File: config.mk
export PLATFORM = sky130hd
export DESIGN_NAME = fsmc_mc_ctrler
export DESIGN_NICKNAME = d
export VERILOG_FILES = /design/src/rtl/fsmc_pkg.sv /design/src/rtl/fsmc_phase_cnt.sv /design/src/rtl/fsmc_mc_ctrler.sv
export SDC_FILE = /design/constraint.sdc
export NUM_CORES = 1
export LEC_CHECK = 0
export CORE_MARGIN = 2
export CORE_UTILIZATION = 40
export DETAILED_ROUTE_END_ITERATION = 10
export PLACE_DENSITY_LB_ADDON = 0.08
export REMOVE_ABC_BUFFERS = 1
export SLEW_MARGIN = 30
export SYNTH_ARGS = -nofsm -noshare
export SYNTH_HDL_FRONTEND = slang
export SYNTH_SLANG_ARGS = --single-unit
File: constraint.sdc
create_clock -name clk -period 3.3 [get_ports clk]
set_input_delay 0.33 -clock clk [delete_from_list [all_inputs] [get_ports clk]]
set_output_delay 0.33 -clock clk [all_outputs]
set_load 0.1 [all_outputs]
File: src/rtl/fsmc_pkg.sv
// Shared definitions for the FSMC bus master: state encoding, legal data
// widths and the index-width helper.
package fsmc_pkg;

  typedef enum logic [4:0] {
    ST_IDLE = 5'b00001,
    ST_ADDR = 5'b00010,
    ST_DATA = 5'b00100,
    ST_HOLD = 5'b01000,
    ST_TURN = 5'b10000
  } fsmc_state_e;

  localparam int FSMC_DW_NUM = 3;
  localparam int FSMC_DW_LEGAL [FSMC_DW_NUM] = '{8, 16, 32};

  // Width needed to index n items, never less than 1.
  function automatic int fsmc_clog2(input int n);
    int w;
    w = 1;
    for (int i = 1; i < 31; i++) begin
      if ((1 << i) < n) w = i + 1;
    end
    return w;
  endfunction

  function automatic bit fsmc_dw_legal(input int dw);
    bit ok;
    ok = 1'b0;
    for (int i = 0; i < FSMC_DW_NUM; i++) begin
      if (FSMC_DW_LEGAL[i] == dw) ok = 1'b1;
    end
    return ok;
  endfunction

endpackage

File: src/rtl/fsmc_phase_cnt.sv
// 8-bit phase timer: cleared on entry to each bus phase, flags the cycle
// whose count equals the programmed target (target 255 -> 256 cycles).
module fsmc_phase_cnt (
  input  logic       clk,
  input  logic       rst_n,
  input  logic       clear,
  input  logic [7:0] target,
  output logic [7:0] count,
  output logic       done
);

  always_ff @(posedge clk or negedge rst_n) begin
    if (!rst_n) begin
      count <= '0;
    end else if (clear) begin
      count <= '0;
    end else begin
      count <= count + 8'd1;
    end
  end

  assign done = (count == target);

endmodule

File: src/rtl/fsmc_mc_ctrler.sv
// Single-access FSMC/SRAM bus master: one command in, one timed bus cycle out
// (ADDR/DATA/HOLD with optional turnaround), read data on a stream channel.
module fsmc_mc_ctrler
  import fsmc_pkg::*;
#(
  parameter int DATA_WIDTH       = 16,
  parameter int ADDR_WIDTH       = 26,
  parameter int CS_NUM           = 4,
  parameter int CS_W             = fsmc_clog2(CS_NUM),
  parameter int simulation_delay = 0
) (
  input  logic                    clk,
  input  logic                    rst_n,
  input  logic                    s_cmd_valid,
  output logic                    s_cmd_ready,
  input  logic                    s_cmd_is_rd,
  input  logic [CS_W-1:0]         s_cmd_cs,
  input  logic [ADDR_WIDTH-1:0]   s_cmd_addr,
  input  logic [DATA_WIDTH-1:0]   s_cmd_wdata,
  input  logic [DATA_WIDTH/8-1:0] s_cmd_be,
  input  logic [7:0]              rd_addr_set,
  input  logic [7:0]              rd_data_set,
  input  logic [7:0]              wr_addr_set,
  input  logic [7:0]              wr_data_set,
  input  logic [7:0]              data_hold,
  input  logic [7:0]              bus_turn,
  output logic [DATA_WIDTH-1:0]   m_axis_rd_data,
  output logic                    m_axis_rd_valid,
  input  logic                    m_axis_rd_ready,
  output logic                    trans_done,
  output logic                    trans_err,
  output logic [CS_NUM-1:0]       fsmc_ne,
  output logic [DATA_WIDTH/8-1:0] fsmc_nbl,
  output logic [ADDR_WIDTH-1:0]   fsmc_addr,
  output logic                    fsmc_nwe,
  output logic                    fsmc_noe,
  input  logic [DATA_WIDTH-1:0]   fsmc_data_i,
  output logic [DATA_WIDTH-1:0]   fsmc_data_o,
  output logic [DATA_WIDTH-1:0]   fsmc_data_t
);

  // An illegal parameter set leaves the controller permanently refusing commands.
  localparam bit CFG_OK = fsmc_dw_legal(DATA_WIDTH) && (CS_NUM >= 1) &&
                          (CS_NUM <= 8) && (simulation_delay >= 0);

  fsmc_state_e state, state_nxt;

  logic            accept;
  logic            is_rd_q, cs_ok_q;
  logic [CS_W-1:0] cs_q;
  logic [7:0]      addr_set_q, data_set_q, hold_q, turn_q;

  logic            is_rd_eff, cs_ok_eff, cs_in_ok;
  logic [CS_W-1:0] cs_eff;
  logic            bus_act_nxt;
  logic [CS_NUM-1:0] ne_nxt;

  logic       ph_clear, ph_done;
  logic [7:0] ph_target, ph_count;

  // Command channel: a command transfers on a rising edge where
  // s_cmd_valid & s_cmd_ready; ready only while idle with no read data pending.
  // Read channel: data transfers where m_axis_rd_valid & m_axis_rd_ready; data
  // is held stable while valid is high.
  assign s_cmd_ready = CFG_OK & (state == ST_IDLE) & ~m_axis_rd_valid;
  assign accept      = s_cmd_valid & s_cmd_ready;
  assign cs_in_ok    = (32'(s_cmd_cs) < 32'(CS_NUM));

  // Acceptance-cycle values feed the registered bus outputs on ADDR entry.
  assign is_rd_eff = accept ? s_cmd_is_rd : is_rd_q;
  assign cs_eff    = accept ? s_cmd_cs    : cs_q;
  assign cs_ok_eff = accept ? cs_in_ok    : cs_ok_q;

  always_comb begin
    ph_target = 8'd0;
    case (state)
      ST_ADDR: ph_target = addr_set_q;
      ST_DATA: ph_target = data_set_q;
      ST_HOLD: ph_target = hold_q;
      ST_TURN: ph_target = turn_q - 8'd1;
      default: ph_target = 8'd0;
    endcase
  end

  assign ph_clear = (state_nxt != state);

  fsmc_phase_cnt u_phase_cnt (
    .clk    (clk),
    .rst_n  (rst_n),
    .clear  (ph_clear),
    .target (ph_target),
    .count  (ph_count),
    .done   (ph_done)
  );

  always_comb begin
    state_nxt = state;
    case (state)
      ST_IDLE: if (accept)  state_nxt = ST_ADDR;
      ST_ADDR: if (ph_done) state_nxt = ST_DATA;
      ST_DATA: if (ph_done) state_nxt = ST_HOLD;
      ST_HOLD: if (ph_done) state_nxt = (turn_q != 8'd0) ? ST_TURN : ST_IDLE;
      ST_TURN: if (ph_done) state_nxt = ST_IDLE;
      default: state_nxt = ST_IDLE;
    endcase
  end

  assign bus_act_nxt = (state_nxt == ST_ADDR) | (state_nxt == ST_DATA) |
                       (state_nxt == ST_HOLD);

  always_comb begin
    ne_nxt = '1;
    for (int i = 0; i < CS_NUM; i++) begin
      if (bus_act_nxt && cs_ok_eff && (cs_eff == CS_W'(i))) ne_nxt[i] = 1'b0;
    end
  end

  always_ff @(posedge clk or negedge rst_n) begin
    if (!rst_n) begin
      state       <= ST_IDLE;
      fsmc_ne     <= '1;
      fsmc_nwe    <= 1'b1;
      fsmc_noe    <= 1'b1;
      fsmc_data_t <= '1;
    end else begin
      state       <= state_nxt;
      fsmc_ne     <= ne_nxt;
      fsmc_nwe    <= ~((state_nxt == ST_DATA) & ~is_rd_eff);
      fsmc_noe    <= ~(((state_nxt == ST_DATA) | (state_nxt == ST_HOLD)) & is_rd_eff);
      fsmc_data_t <= (bus_act_nxt & ~is_rd_eff) ? '0 : '1;
    end
  end

  always_ff @(posedge clk or negedge rst_n) begin
    if (!rst_n) begin
      is_rd_q     <= 1'b0;
      cs_q        <= '0;
      cs_ok_q     <= 1'b0;
      addr_set_q  <= '0;
      data_set_q  <= '0;
      hold_q      <= '0;
      turn_q      <= '0;
      fsmc_addr   <= '0;
      fsmc_nbl    <= '1;
      fsmc_data_o <= '0;
    end else if (accept) begin
      is_rd_q     <= s_cmd_is_rd;
      cs_q        <= s_cmd_cs;
      cs_ok_q     <= cs_in_ok;
      addr_set_q  <= s_cmd_is_rd ? rd_addr_set : wr_addr_set;
      data_set_q  <= s_cmd_is_rd ? rd_data_set : wr_data_set;
      hold_q      <= data_hold;
      turn_q      <= bus_turn;
      fsmc_addr   <= s_cmd_addr;
      fsmc_nbl    <= ~s_cmd_be;
      fsmc_data_o <= s_cmd_wdata;
    end
  end

  // Bus data is captured on the last DATA cycle; valid rises with HOLD.
  always_ff @(posedge clk or negedge rst_n) begin
    if (!rst_n) begin
      m_axis_rd_data  <= '0;
      m_axis_rd_valid <= 1'b0;
    end else if ((state == ST_DATA) && ph_done && is_rd_q) begin
      m_axis_rd_data  <= cs_ok_q ? fsmc_data_i : '0;
      m_axis_rd_valid <= 1'b1;
    end else if (m_axis_rd_valid && m_axis_rd_ready) begin
      m_axis_rd_valid <= 1'b0;
    end
  end

  assign trans_done = (state == ST_HOLD) & ph_done;
  assign trans_err  = trans_done & ~cs_ok_q;

endmodule

==> metrics <==
H-tree Lvls=4; global route overflow=0; GR Util met2=0.323; GR Util All Layers=0.201; final WL=14300 µm; Cell Chain, Critical Path=or4_4 > or3_1 > a21boi_2 > o21a_2 > o2111a_2 > nand3_4 > nor3_4 > buf_12; router iterations before antenna repair=5; CTS tree=yes; GRT busiest layer=met2; grt met1 use=0.237; worst rel slew slack=0.325; layout cells sized above 1=0.256; Yosys reg bits=117; die height=121 µm; core area=13300 µm²; HP Class=in2reg; status=finished, final reports clean; vias in the first global route=4552; FP Rows=42; Crit path max-delay family=simple AND/OR/NAND/NOR gates; Final Skew=0.00787 ns; Area growth syn-to-layout=52.7%; slowest CP cell=or4_4; placed cells=832; number of vias per cell=5.04; later-pin clock latency in the skew report=0.42 ns; Most used DFF post-synth=dfrtp_1; wire length per cell=16.4 µm; WP data arrival=2.87 ns; top-level port count=201; die extent in x=121 µm; Post-Syn Instances=478; antenna violations before repair=0; Slew Limit Fails=0; hold_ws=0.446 ns; CP bufs+invs=1; I/O Buffers=200; Seq/Total Area, Yosys=0.533; fin crit share=0.971; Netlist Area Pre-Place=5510 µm²; first-pass GRT wire length=22800 µm; number of antenna diodes=0; CP Launch Type=flip-flop; GP Congestion=0.985; Synth cell types=54; Remaining DRCs=0; Final Hold Viols=0; crit-path max cell delay=0.58 ns; number of buffers created by CTS=17; critical path required time=2.97 ns; Global Route met3 Usage=0.0865; initial DRC count=156; Max Clock Freq=312 MHz; CTS sink count=117; critical path fanouts, max=5; EDFF count, synth=0; yosys warns=0; clk slew on worst S/H paths=0.05 ns; Worst-Margin Slew=1.01 ns; Avg Inst Size Synth=11.5 µm²; Initial Utilization=0.413; Worst Setup End Kind=output pin; routed vias=4398; clock root cell=clkbuf_16; largest net degree at the start of global routing=85; Non-Filler Instances=872; CTS max path bufs=2; critical setup path kind=reg2out; post-detail-place hpwl=10400 µm; Die ar.=14700 µm²; Tmin final=3.20 ns; DRT antenna net count=0; max cap viols=0; setup TNS=0 ns; setup violators final=0; ys async rst share=1.00; Nets=801
==> sequential cells by signal, indices dropped and copies added (netlist names), 4 cells and up <==
| signal | cells |
|---|---|
| fsmc_addr | 26 |
| fsmc_data_o | 16 |
| m_axis_rd_data | 16 |
| addr_set_q | 8 |
| data_set_q | 8 |
| hold_q | 8 |
| turn_q | 8 |
| u_phase_cnt.count | 8 |
| state | 5 |
| fsmc_ne | 4 |
==> routing by layer <==
layer	vias to the layer above	routed length, µm
li1	2091	-
met1	2091	5640
met2	193	6850
met3	23	1540
met4	0	248
met5	-	0
==> synthesized netlist by cell type (all sizes together) (3+ instances only) <==
cell type / n / area share
nand2: 42 / 0.029
nor4: 3 / 0.0061
dfstp: 10 / 0.048
xnor2: 4 / 0.0064
clkbuf: 19 / 0.013
o21a: 4 / 0.0057
a21oi: 7 / 0.0064
mux2i: 33 / 0.060
o22ai: 3 / 0.0034
o31ai: 6 / 0.0082
nor3: 8 / 0.0073
nand3: 9 / 0.0082
a22o: 4 / 0.0064
buf: 18 / 0.024
a22oi: 3 / 0.0041
mux2: 60 / 0.12
nand3b: 7 / 0.0095
a21o: 3 / 0.0041
dfrtp: 107 / 0.49
o21ai: 32 / 0.029
inv: 27 / 0.018
a211oi: 4 / 0.0054
xor2: 10 / 0.016
ha: 3 / 0.0068
or3: 3 / 0.0034
nor2: 12 / 0.0082
and3: 6 / 0.0068
==> layout by cell type (no fill, tap or decap), types with 5 or more instances in the layout <==
| master | count |
|---|---|
| clkdlybuf4s50_1 | 177 |
| dfrtp_1 | 103 |
| mux2_2 | 60 |
| buf_4 | 42 |
| nand2_1 | 41 |
| mux2i_1 | 33 |
| o21ai_0 | 32 |
| inv_1 | 27 |
| clkbuf_16 | 17 |
| nor2_1 | 10 |
| xor2_1 | 10 |
| dfstp_2 | 10 |
| nand3_1 | 8 |
| nor3_1 | 7 |
| nand3b_1 | 7 |
| o31ai_1 | 6 |
| and3_1 | 6 |
| a21oi_1 | 5 |
==> worst paths after layout <==
path,startpoint,to,slack (ns),cells after the start
worst max-delay path,turn_q[2],trans_err,0.1,8
worst min-delay path,s_cmd_be[0],fsmc_nbl[0],0.45,2
worst max register to register,turn_q[2],m_axis_rd_data[4],0.29,9
worst min register to register,data_set_q[2],data_set_q[2],0.48,2
max in group asynchronous,rst_n,fsmc_data_t[14],1.94,3
min in group asynchronous,rst_n,m_axis_rd_data[9],0.52,2
==> what timing repair did <==
action	4_1_cts	5_1_grt
resized for setup	7	23
pin swaps	3	5
setup endpoints to repair	2	2
buffers inserted	3	4
endpoints found under the hold margin	48	0
hold buffers	1	0
==> kinds of logic after synthesis <==
kind of cell    after synthesis  share of synthesized area
flops                       117                      0.533
mux                          93                      0.182
buf+inv                      64                     0.0556
fa+ha+maj                     3                    0.00681
xor+xnor                     14                     0.0222
simple gates                107                      0.101
compound gates               80                     0.0983
==> area by class of cell <==
cell class	count	area [µm²]
tap	176	220
multi-input combinational	297	2370
clock inverter	13	180
inverter	27	101
fill	1107	4930
timing repair buffer	223	2160
sequential	117	2950
clock buffer	19	443
==> through the flow <==
stage               area, µm²  worst slack [ns]   util
floorplan                5310             -5.13      -
global placement         7630             0.269  0.572
detailed placement       7630             0.196  0.572
CTS                      8310         -0.000123  0.623
global route             8420           -0.0828  0.630
finish                   8420            0.0956  0.630
Power is left out: the tool's default activity adds up to more than one toggle a clock period on the data nets, which glitch-free logic cannot reach.
==> RTL change 1: new RTL, config.mk and constraints unchanged <==
Re-encode `fsmc_state_e` (5 states) as binary, 3 bits wide.
--- a/src/rtl/fsmc_pkg.sv
+++ b/src/rtl/fsmc_pkg.sv
@@ -2,12 +2,12 @@
 // widths and the index-width helper.
 package fsmc_pkg;
 
-  typedef enum logic [4:0] {
-    ST_IDLE = 5'b00001,
-    ST_ADDR = 5'b00010,
-    ST_DATA = 5'b00100,
-    ST_HOLD = 5'b01000,
-    ST_TURN = 5'b10000
+  typedef enum logic [2:0] {
+    ST_IDLE = 3'd0,
+    ST_ADDR = 3'd1,
+    ST_DATA = 3'd2,
+    ST_HOLD = 3'd3,
+    ST_TURN = 3'd4
   } fsmc_state_e;
 
   localparam int FSMC_DW_NUM = 3;
Check against the original RTL: no difference found for any inputs over 10 cycles, from zero or initial values and one cycle with rst_n low; not proved beyond that.
==> RTL change 1 against the original RTL <==
  * The run now ends with setup timing left
  * Area after synthesis is 0.18% higher
  * Sequential cell count is 2 lower
  * Highest routed layer unchanged
  * Register-to-register slack worse by 300 ps
  * Worst setup slack got worse by 200 ps
  * Critical path type unchanged
  * Largest cell class unchanged
  * Wire length increased by 7.4%
  * Critical endpoint unchanged
  * Final area grew 0.85%
  * Global-route usage up 0.99 points
==> RTL change 1: results (changes against the original RTL) <==
| Metric | Value |
|---|---|
| Status | complete, but fails checks |
| Failing checks | setup timing |
| CP max stage cell | dfrtp_2 |
| Setup ws final | -102 ps (-198 ps) |
| Worst slack at placement | 190 ps (-6.16 ps) |
| Synth cell types | 57 (+5.6%) |
| Metal2 WL | 7.44 mm (+8.8%) |
| Vias per cell | 4.99 (-1.0%) |
| Adder-Cell Fraction of Synth Area | 0.680% (-0.0012 points) |
| Biggest regs | fsmc_addr (26), fsmc_data_o (16), m_axis_rd_data (16) |
| Reg-to-reg slack, setup | -10 ps (-300 ps) |
| GRT met1 Usage | 25.6% (+1.9 points) |
| Largest power group | combinational logic |
| DR iter-0 viols | 187 (+20%) |
| Synth Area in Compound Gates | 7.70% (-2.1 points) |
| Setup TNS | -168 ps (-168 ps) |
| Crit path max fanout | 6 (+1) |
| Grt met2 use | 34.4% (+2.1 points) |
| Largest net degree at the start of global routing | 65 (-24%) |
| Commonest cells post-synth | nand2_1 (215), dfrtp_1 (106), mux2i_1 (37) |
| Non-filler cells, final | 997 (+14%) |
| Met3 track demand over resource | 7.52% (-1.1 points) |
| Cell count after synthesis | 596 (+25%) |
| Routed WL | 15.3 mm (+7.4%) |
| Final setup fails | 4 (+4) |
| Biggest cell delay along the critical path | 460 ps (-120 ps) |
| Post-DP HPWL | 10.4 mm (about the same) |
| Cell count after placement | 944 (+13%) |
| Met3 wire len | 1.30 mm (-16%) |
| M1 wire length | 6.23 mm (+10%) |
| WHS | 423 ps (-22.7 ps) |
| Skew final | 8.05 ps (+0.173 ps) |
| Critical Path AT | 3070 ps (+200 ps) |
| Least-Margin Pin Slew | 1020 ps (+7.03 ps) |
| Top cells by area, synth | dfrtp_1 (48%), nand2_1 (15%), mux2i_1 (6.7%) |
| Cells on worst reg2reg path | 15 (+6) |
| Latest clock arrival within the worst-skew pair | 410 ps |
| Total Routing Usage GR | 21.1% (+0.99 points) |
| Placed Area | 0.00760 mm2 (-0.33%) |
| Nets@finish | 926 (+16%) |
| Post-synthesis mux area share | 8.13% (-10 points) |
| Port bufs | 200 (unchanged) |
| Antenna violations before repair | 0 (unchanged) |
| Fill cells | 1139 (+2.9%) |
| Vias in the first global route | 5024 (+10%) |
| Seq/Total Area, Yosys | 52.3% (-1.0 points) |
| RePlAce Congestion | 0.860 (-13%) |
| XOR/XNOR Fraction of Synth Area | 1.59% (-0.64 points) |
| Worst Hold Class | in -> async |
| First-pass GRT wire length | 24.5 mm (+7.2%) |
| RR Endpoint | u_phase_cnt.count[6] |
| Share of cells above drive strength 1 | 16.8% (-8.8 points) |
| Crit path launch | state[1] |
[RTL change 1: cell types whose count changed after synthesis, moves of 5 or more]
cell      before  now
nand2_1       42  215
mux2_2        60    5
xor2_1        10    2
o21ai_0       32   25
nor3_1         8    2
clkbuf_1      19   24
nand3b_1       7    2
o22ai_1        3    8
o31ai_1        6    1
[RTL change 1: what timing repair did]
item                                   4_1_cts  5_1_grt
hold buffers                                 1        0
endpoints found under the hold margin       30        0
setup buffers                               10       10
gates resized for setup                     15       19
cloned                                       0        0
setup endpoints to repair                    2       10
pin swaps                                    3        8
[RTL change 1: final cells by class]
| cell class | count | area, um2 | share of cell area (%) |
|---|---|---|---|
| repair buffers | 242 | 2290 | 27.0 |
| multi-input cells | 409 | 2410 | 28.4 |
| inverters | 23 | 86.3 | 1.02 |
| flip-flops and latches | 115 | 2890 | 34.1 |
| clock inverters | 9 | 105 | 1.24 |
| well taps | 176 | 220 | 2.59 |
| clock buffers | 23 | 478 | 5.63 |
==> RTL change 2: new RTL, same flow settings <==
Made on the original files. Change the parameter `DATA_WIDTH` from 16 to 32.
--- a/src/rtl/fsmc_mc_ctrler.sv
+++ b/src/rtl/fsmc_mc_ctrler.sv
@@ -3,7 +3,7 @@
 module fsmc_mc_ctrler
   import fsmc_pkg::*;
 #(
-  parameter int DATA_WIDTH       = 16,
+  parameter int DATA_WIDTH       = 32,
   parameter int ADDR_WIDTH       = 26,
   parameter int CS_NUM           = 4,
   parameter int CS_W             = fsmc_clog2(CS_NUM),
Ports: changed (7 resized); port bits go from 201 to 285. The function was not compared with the original's and may differ.
==> RTL change 2 against the original RTL <==
  * The flow now finishes with violations (hold timing, setup timing)
  * Area after synthesis up 27%
  * Final cell count up 45%
  * Wire length up 38%
  * Sequential cell count up 34
  * Sequential share of layout area up 0.19 points
  * Die area up 26%
  * Worst setup slack worse by 120 ps
  * Synthesized cell count up 58%
  * Final area up 28%
  * Count of clock-buffer cells in the layout unchanged
  * Maximum frequency down 3.6%
Power is not shown: default switching activity piles up to over one toggle a cycle in this logic, so the estimate is an artifact.
==> RTL change 2: results (changes against the original RTL) <==
| Metric | Value |
|---|---|
| RePlAce Congestion | 0.824 (-16%) |
| WHS | -49.6 ps (-496 ps) |
| Average wire per standard cell | 15.5 um (-5.0%) |
| Metal2 WL | 9.69 mm (+42%) |
| Share of cells above drive strength 1 | 16.2% (-9.3 points) |
| Port bufs | 284 (+42%) |
| Setup ws final | -25.1 ps (-121 ps) |
| Failing checks | hold timing, setup timing |
| Largest net degree at the start of global routing | 101 (+19%) |
| Buffers, non-clock | 325 (+46%) |
| Final setup fails | 1 (+1) |
| ClkCell Share | 5.45% (-2.0 points) |
| Clk slew on worst S/H paths | 70 ps (+20 ps) |
| Area of the multi-input gates | 0.00284 mm2 (+20%) |
| Vias in the first global route | 6022 (+32%) |
| Fill cells | 1492 (+35%) |
| Skew final | 11.2 ps (+3.36 ps) |
| Top cells by area, synth | dfrtp_1 (50%), nand2_1 (15%), mux2i_1 (7.4%) |
| Met3 track demand over resource | 8.54% (-0.11 points) |
| Via count | 6035 (+37%) |
| Post-DP HPWL | 13.7 mm (+31%) |
| Synth Area in Compound Gates | 6.53% (-3.3 points) |
| Biggest regs | fsmc_data_o (32), m_axis_rd_data (32), fsmc_addr (26) |
| Cells on worst reg2reg path | 11 (+2) |
| DRT Pass-1 Iters | 4 (-1) |
| Status | complete, but fails checks |
| Endpoints failing hold | 13 (+13) |
| Least-Margin Pin Slew | 1030 ps (+25.7 ps) |
| Multi-In Gates | 496 (+67%) |
| Met3 wire len | 1.81 mm (+18%) |
| Worst slack at placement | 200 ps (+4.70 ps) |
| GRT met1 Usage | 25.5% (+1.8 points) |
| Critical Path AT | 3000 ps (+130 ps) |
| Adder-Cell Fraction of Synth Area | 0.535% (-0.15 points) |
==> RTL change 2: cell count changes after synthesis, moves of 6 or more <==
cell / change
a21oi_1: +6
buf_4: +17
clkbuf_1: +13
dfrtp_1: +32
inv_1: +10
mux2_2: -59
mux2i_1: +19
nand2_1: +246
==> RTL change 2: repair_timing <==
item                                    in CTS  in global routing
setup buffers                               11                 13
resized for setup                           17                 24
endpoints found under the setup margin       2                  2
pin swaps                                    6                 13
endpoints found under the hold margin        0                  0
==> RTL change 2: final timing paths <==
path / startpoint / end / slack [ps]
min in group clk: s_cmd_addr[22] / fsmc_addr[22] / 430
setup reg to reg: state[3] / m_axis_rd_data[1] / 190
setup / recovery: state[3] / trans_err / -30
hold reg to reg: fsmc_addr[2] / fsmc_addr[2] / 470
hold / removal: rst_n / addr_set_q[6] / -50
max in group asynchronous: rst_n / fsmc_ne[1] / 2560
